==> config.mk <==
export PLATFORM = sky130hd
export DESIGN_NAME = lock_passage_scheduler
export DESIGN_NICKNAME = d
export VERILOG_FILES = /design/src/rtl/lock_passage_scheduler.sv
export SDC_FILE = /design/constraint.sdc
export NUM_CORES = 1
export LEC_CHECK = 0
export ABC_AREA = 1
export CORE_UTILIZATION = 51
export DETAILED_ROUTE_END_ITERATION = 7
export PLACE_DENSITY_LB_ADDON = 0.15
export SLEW_MARGIN = 20
export SYNTH_ARGS = -nofsm -noshare
export SYNTH_HDL_FRONTEND = slang
export SYNTH_SLANG_ARGS = --single-unit
==> constraint.sdc <==
create_clock -name clk -period 1.9 [get_ports clk]
set_clock_uncertainty 0.15 [all_clocks]
set_input_delay 0.285 -clock clk [delete_from_list [all_inputs] [get_ports clk]]
set_output_delay 0.285 -clock clk [all_outputs]
set_load 0.01 [all_outputs]
==> src/rtl/lock_passage_scheduler.sv <==
// lock_passage_scheduler
//
// Sequencer for the canal lock chamber. Arrival requests come from the
// outer (level 0) side and departure requests from the inner (LEVEL_MAX)
// side. Both are queued in small saturating counters. The two directions
// are served round-robin, one complete passage at a time. A passage
// brings the water to the start level, opens the entry gate, moves the
// water to the far level, opens the exit gate and then acknowledges.
//
// Ports
//   clk              system clock, all state on the rising edge
//   reset            asynchronous, active-low reset
//   arr_req          arrival request, one counted per cycle sampled high
//   dept_req         departure request, one counted per cycle sampled high
//   outer_gate_open  outer gate commanded open
//   inner_gate_open  inner gate commanded open
//   inc_water_level  one-cycle pulse per level step up
//   dec_water_level  one-cycle pulse per level step down
//   water_level      level counter, 0..LEVEL_MAX
//   arr_pending      queued arrivals
//   dept_pending     queued departures
//   arr_ack          one-cycle pulse, arrival passage complete
//   dept_ack         one-cycle pulse, departure passage complete
//   busy             high whenever a passage is in progress
//   ovf              sticky, a request arrived at a full counter
//
// All outputs are registered. They change on the same edge that enters
// the state they describe, so a level step and its inc/dec pulse appear
// together.

module lock_passage_scheduler #(
    parameter int LEVEL_MAX = 8,
    parameter int GATE_TIME = 4,
    parameter int QMAX      = 3
) (
    input  logic       clk,
    input  logic       reset,
    input  logic       arr_req,
    input  logic       dept_req,
    output logic       outer_gate_open,
    output logic       inner_gate_open,
    output logic       inc_water_level,
    output logic       dec_water_level,
    output logic [3:0] water_level,
    output logic [1:0] arr_pending,
    output logic [1:0] dept_pending,
    output logic       arr_ack,
    output logic       dept_ack,
    output logic       busy,
    output logic       ovf
);

    typedef enum logic [2:0] {
        S_IDLE,
        S_ADJUST,
        S_OPEN1,
        S_MOVE,
        S_OPEN2,
        S_DONE
    } state_t;

    typedef enum logic {
        DIR_ARR,
        DIR_DEPT
    } dir_t;

    localparam int              CNT_MAX   = (GATE_TIME > LEVEL_MAX) ? GATE_TIME : LEVEL_MAX;
    localparam int              CNT_W     = $clog2(CNT_MAX + 1);
    localparam logic [3:0]      LVL_TOP   = 4'(LEVEL_MAX);
    localparam logic [1:0]      Q_TOP     = 2'(QMAX);
    localparam logic [CNT_W-1:0] GATE_LAST = CNT_W'(GATE_TIME - 1);
    localparam logic [CNT_W-1:0] MOVE_LAST = CNT_W'(LEVEL_MAX - 1);

    state_t           state;
    dir_t             dir;
    dir_t             last_served;
    logic [CNT_W-1:0] cnt;

    dir_t             pick_dir;
    logic [3:0]       pick_start;
    logic [3:0]       cur_start;
    logic [3:0]       cur_end;
    logic             take_arr;
    logic             take_dept;

    // Saturating pending counter. A request and a completion in the same
    // cycle cancel, so a request that coincides with a freed slot is kept
    // even when the counter is full.
    function automatic logic [1:0] next_pending(input logic [1:0] cur,
                                                input logic       req,
                                                input logic       take);
        logic [1:0] nxt;
        nxt = cur;
        if (take && !req && cur != 2'd0) begin
            nxt = cur - 2'd1;
        end else if (req && !take && cur != Q_TOP) begin
            nxt = cur + 2'd1;
        end
        return nxt;
    endfunction

    function automatic logic pending_overflow(input logic [1:0] cur,
                                              input logic       req,
                                              input logic       take);
        return req && !take && (cur == Q_TOP);
    endfunction

    function automatic logic [3:0] level_at_start(input dir_t d);
        return (d == DIR_ARR) ? 4'd0 : LVL_TOP;
    endfunction

    function automatic logic [3:0] level_at_end(input dir_t d);
        return (d == DIR_ARR) ? LVL_TOP : 4'd0;
    endfunction

    function automatic logic [3:0] step_level(input logic [3:0] cur,
                                              input logic [3:0] target);
        return (target > cur) ? cur + 4'd1 : cur - 4'd1;
    endfunction

    // Round-robin choice: with both queues non-empty, the side not served
    // last goes next; otherwise the only non-empty side wins.
    always_comb begin
        pick_dir = DIR_ARR;
        if (arr_pending != 2'd0 && dept_pending != 2'd0) begin
            pick_dir = (last_served == DIR_DEPT) ? DIR_ARR : DIR_DEPT;
        end else if (arr_pending == 2'd0) begin
            pick_dir = DIR_DEPT;
        end
        pick_start = level_at_start(pick_dir);
        cur_start  = level_at_start(dir);
        cur_end    = level_at_end(dir);
        take_arr   = (state == S_DONE) && (dir == DIR_ARR);
        take_dept  = (state == S_DONE) && (dir == DIR_DEPT);
    end

    always_ff @(posedge clk or negedge reset) begin
        if (!reset) begin
            state           <= S_IDLE;
            dir             <= DIR_ARR;
            last_served     <= DIR_DEPT;
            cnt             <= '0;
            outer_gate_open <= 1'b0;
            inner_gate_open <= 1'b0;
            inc_water_level <= 1'b0;
            dec_water_level <= 1'b0;
            water_level     <= 4'd0;
            arr_pending     <= 2'd0;
            dept_pending    <= 2'd0;
            arr_ack         <= 1'b0;
            dept_ack        <= 1'b0;
            busy            <= 1'b0;
            ovf             <= 1'b0;
        end else begin
            // Request queues run independently of the passage sequence.
            arr_pending  <= next_pending(arr_pending, arr_req, take_arr);
            dept_pending <= next_pending(dept_pending, dept_req, take_dept);
            ovf          <= ovf
                            | pending_overflow(arr_pending, arr_req, take_arr)
                            | pending_overflow(dept_pending, dept_req, take_dept);

            inc_water_level <= 1'b0;
            dec_water_level <= 1'b0;
            arr_ack         <= 1'b0;
            dept_ack        <= 1'b0;

            case (state)
                // Choose a direction and decide whether the level must be
                // brought to the start side first.
                S_IDLE: begin
                    if (arr_pending != 2'd0 || dept_pending != 2'd0) begin
                        dir         <= pick_dir;
                        last_served <= pick_dir;
                        busy        <= 1'b1;
                        if (water_level == pick_start) begin
                            state           <= S_OPEN1;
                            outer_gate_open <= (pick_dir == DIR_ARR);
                            inner_gate_open <= (pick_dir == DIR_DEPT);
                            cnt             <= GATE_LAST;
                        end else begin
                            // The first adjust step is taken on the way in.
                            state           <= S_ADJUST;
                            water_level     <= step_level(water_level, pick_start);
                            inc_water_level <= (pick_start > water_level);
                            dec_water_level <= (pick_start < water_level);
                        end
                    end
                end

                // One step per cycle until the start level is reached.
                S_ADJUST: begin
                    if (water_level == cur_start) begin
                        state           <= S_OPEN1;
                        outer_gate_open <= (dir == DIR_ARR);
                        inner_gate_open <= (dir == DIR_DEPT);
                        cnt             <= GATE_LAST;
                    end else begin
                        water_level     <= step_level(water_level, cur_start);
                        inc_water_level <= (cur_start > water_level);
                        dec_water_level <= (cur_start < water_level);
                    end
                end

                // Entry gate held open; the gate closes on the same edge as
                // the first move step.
                S_OPEN1: begin
                    if (cnt == '0) begin
                        state           <= S_MOVE;
                        outer_gate_open <= 1'b0;
                        inner_gate_open <= 1'b0;
                        water_level     <= step_level(water_level, cur_end);
                        inc_water_level <= (dir == DIR_ARR);
                        dec_water_level <= (dir == DIR_DEPT);
                        cnt             <= MOVE_LAST;
                    end else begin
                        cnt <= cnt - 1'b1;
                    end
                end

                // LEVEL_MAX steps toward the far side.
                S_MOVE: begin
                    if (cnt == '0) begin
                        state           <= S_OPEN2;
                        outer_gate_open <= (dir == DIR_DEPT);
                        inner_gate_open <= (dir == DIR_ARR);
                        cnt             <= GATE_LAST;
                    end else begin
                        water_level     <= step_level(water_level, cur_end);
                        inc_water_level <= (dir == DIR_ARR);
                        dec_water_level <= (dir == DIR_DEPT);
                        cnt             <= cnt - 1'b1;
                    end
                end

                // Exit gate held open.
                S_OPEN2: begin
                    if (cnt == '0) begin
                        state           <= S_DONE;
                        outer_gate_open <= 1'b0;
                        inner_gate_open <= 1'b0;
                        arr_ack         <= (dir == DIR_ARR);
                        dept_ack        <= (dir == DIR_DEPT);
                    end else begin
                        cnt <= cnt - 1'b1;
                    end
                end

                // Acknowledge cycle; the served counter drops on leaving.
                S_DONE: begin
                    state <= S_IDLE;
                    busy  <= 1'b0;
                end

                default: begin
                    state           <= S_IDLE;
                    busy            <= 1'b0;
                    outer_gate_open <= 1'b0;
                    inner_gate_open <= 1'b0;
                end
            endcase
        end
    end

endmodule

==> flow_summary.yaml, run 1 <==
synthesis:
  synth_mux_area_frac: 0
  synth_top_area_share: 0.3343
  netlist.top_cell.by_area: "dfrtp_1"
  synthArstFlopShare: 1.000
  syn_inst: 245
  synth_top_cells_by_count: "77 x nand2_1, 28 x inv_1, 24 x dfrtp_1"
  synth.most_common_cell: "nand2_1"
  synth_fa_ha_area_frac: 0.04178
  yosysWarnings: 0
  yosys-top-cells-area: "dfrtp_1 33%, nand2_1 16%, inv_1 5.8%, ha_1 4.2%, nand3_1 4.2%"
  synth_ff_type: "dfrtp_1"
  syn-cell-area_um2: 1797
  synth_compound_area_frac: 0.07312
  synthSimpleGateAreaFrac: 0.4116
  syn-mean-instance-area_um2: 7.334
  syn_nets: 255
  synth-xor-area-share: 0.04387
  synth_seq_cells: 25
  yosysSeqAreaShare: 0.3489
  ys_types: 32
  synth_top_family_by_area: "simple AND/OR/NAND/NOR gates"
  synth_edf_count: 0
timing:
  fin_crit_ns: 1.868
  slew_viol_final: 0
  tns_ns: 0
  finalSetupViolations: 0
  grt_setup_unrepaired: "yes"
  min_period_over_period: 0.9832
  maxClockFrequency_ghz: 0.5353
  setup_slack_ns: 0.03198
  worst_slew_pin_slew_ns: 0.3244
  finalHoldViolCount: 0
  slew_headroom: 0.7837
setup_path:
  slowest_delay_ns: 0.43
  critPathLaunchType: "register"
  slowest_stage: "dfrtp_1"
  path_buf_inv: 0
  crit_type: "reg2reg"
  critPathCaptureType: "register"
  required_ns: 1.99
  crit_family: "simple AND/OR/NAND/NOR gates"
  worstPathArrival_ns: 1.96
  worstPathCellList: "nor2_2, o22ai_2, ha_4, nand3_4, nand2_4, nand2_4, nor2_1, nand3_1, nand2_1, nand2_1"
  worst-path-max-fanout: 3
power:
  total_leakage_power_nw: 1.165
  p_int_mw: 1.528
  p_comb_frac: 0.616
  p_sw_mw: 1.228
  cellPowerDensity_nw_per_um2: 1217
  seqPwrFrac: 0.293
  switching_share: 0.4455
  irDropWorstVdd_uv: 673.6
  clock_power_share: 0.091
placement:
  dp_hpwl_um: 3008
  placedInstanceArea_um2: 2147
  port_buffers: 19
  dpl_worst_slack_ns: -0.07573
  gp_congestion: 0.8765
worst_hold_path:
  hold_class: "in2async"
die:
  rows: 21
  chipHeight_um: 61.36
  die-area_um2: 3764
  die_w_um: 61.36
  io_pins: 20
  core_area_um2: 3363
  initial_core_util: 0.5342
drt:
  final_antenna_net_count: 0
  firstDrtPassIters: 4
  drc: 0
  wl_per_cell_um: 12.05
  vias_per_cell: 5.003
  vias: 1656
  drt_iter0_drc: 89
  wl_um: 3987
layout:
  drive_gt1_frac: 0.2456
  final_core_util: 0.6730
  antenna_cells: 0
  nFillCells: 316
  area_growth_syn_to_layout_pct: 25.97
  seqCellArea_um2: 628.1
  multi_input_area_um2: 1084
  nets: 296
  design_area_um2: 2263
run:
  maxCapViolCount: 0
clock_network:
  clk_pin_slew_ns: 0.15
  cts.sinks: 25
  cts-root-buf: "clkbuf_4"
  clkLatencyLatePin_ns: 0.33
  cts_buffers: 3
  htree_levels: 1
  clockBufferDepth: 2
  cts_tree: "built"
global_route:
  grt_pass1_vias: 1460
  grt_start_max_net_pins: 26
  overflow: 0
  grt_pass1_wl_um: 6513
  antenna_found_initial: 0
  grt_usage: 0.2359
run_status:
  status: "finished clean"
-- placed cells by master, fill, tap and decap left out, types with 2 or more instances in the layout --
cell,count
a21oi_1,2
buf_4,18
clkbuf_4,3
clkdlybuf4s50_1,18
dfrtp_1,23
ha_1,5
inv_1,26
inv_2,7
inv_4,2
nand2_1,75
nand2_2,7
nand2_4,8
nand3_1,14
nand3_2,3
nand3_4,2
nand4_1,2
nor2_1,18
nor2_2,8
nor2_4,4
nor3_1,2
o211ai_1,2
o21ai_0,7
o21ai_1,5
o221ai_1,2
xnor2_1,3
xor2_1,6
-- repair_timing --
| item | in CTS | in global routing |
|---|---|---|
| pin swaps | 4 | 8 |
| setup endpoints to repair | 11 | 12 |
| buffers inserted | 1 | 3 |
| resized for setup | 3 | 11 |
| hold buffers | 0 | 0 |
-- logic make-up after synthesis --
| logic type | Yosys count |
|---|---|
| xor+xnor | 9 |
| compound gates | 22 |
| flops | 25 |
| buf+inv | 37 |
| simple gates | 146 |
| fa+ha+maj | 6 |
-- metal layers --
| metal | up-vias | global-route usage | wire [um] |
|---|---|---|---|
| li1 | 853 | - | - |
| met1 | 759 | 0.3386 | 1883 |
| met2 | 35 | 0.3742 | 1893 |
| met3 | 9 | 0.03151 | 135 |
| met4 | 0 | 0.06667 | 75 |
| met5 | - | 0 | 0 |
-- stage by stage --
stage	power, mW	hold WS [ns]	cells
floorplan	1.853	-0.1606	245
CTS	2.673	0.1599	328
global placement	2.367	0.3063	323
global route	3.003	0.1783	331
finish	2.755	0.1525	331
detailed placement	2.397	0.3098	323
-- flip-flops by register name (all words and copies together) (netlist names) --
signal and cells:
cnt 4, water_level 4, state 3, arr_pending 2, dept_pending 2, arr_ack 1
busy 1, dec_water_level 1, dept_ack 1, dir 1, inc_water_level 1, inner_gate_open 1
last_served 1, outer_gate_open 1, ovf 1
-- path summary, 6_finish.rpt --
check	cells past startpoint	to	startpoint	slack, ns
setup / recovery	10	inner_gate_open$_DFFE_PN0P_	dept_pending[0]$_DFFE_PN0P_	0.03
hold / removal	2	dept_ack$_DFF_PN0_	reset	0.15
setup reg to reg	10	inner_gate_open$_DFFE_PN0P_	dept_pending[0]$_DFFE_PN0P_	0.03
hold reg to reg	2	last_served$_DFFE_PN1P_	last_served$_DFFE_PN1P_	0.34
max in group asynchronous	2	last_served$_DFFE_PN1P_	reset	1.15
min in group clk	2	last_served$_DFFE_PN1P_	last_served$_DFFE_PN1P_	0.34
-- final cells by class --
type                       instances  area share
sequential                        25      0.2775
tap                               46     0.02543
clock buffer                       4     0.01161
multi-input combinational        183      0.4787
timing repair buffer              37      0.1448
inverter                          36     0.06191
-- power groups by stage --
stage | logic [mW] | registers, mW | clock network (mW)
after floorplan | 0.990 | 0.862 | 0
after global placement | 1.56 | 0.808 | 0
after detailed placement | 1.58 | 0.814 | 0
after CTS | 1.61 | 0.803 | 0.257
after global routing | 1.90 | 0.827 | 0.274
final | 1.70 | 0.808 | 0.250
No activity file was read; power rests on OpenSTA's default activity.
==> run 2: changes to the inputs <==
--- a/config.mk
+++ b/config.mk
@@ -8,6 +8,7 @@
 export ABC_AREA = 1
 export CORE_UTILIZATION = 51
 export DETAILED_ROUTE_END_ITERATION = 7
+export HOLD_SLACK_MARGIN = 0.1
 export PLACE_DENSITY_LB_ADDON = 0.15
 export SLEW_MARGIN = 20
 export SYNTH_ARGS = -nofsm -noshare
==> results of run 2 <==
Final layout, timing and power as in run 1 (identical DEF).
==> run 3: changes to the inputs <==
--- a/config.mk
+++ b/config.mk
@@ -6,6 +6,7 @@
 export NUM_CORES = 1
 export LEC_CHECK = 0
 export ABC_AREA = 1
+export CAP_MARGIN = 10
 export CORE_UTILIZATION = 51
 export DETAILED_ROUTE_END_ITERATION = 7
 export HOLD_SLACK_MARGIN = 0.1
==> results of run 3 <==
Final layout, timing and power as in run 1 (identical DEF).
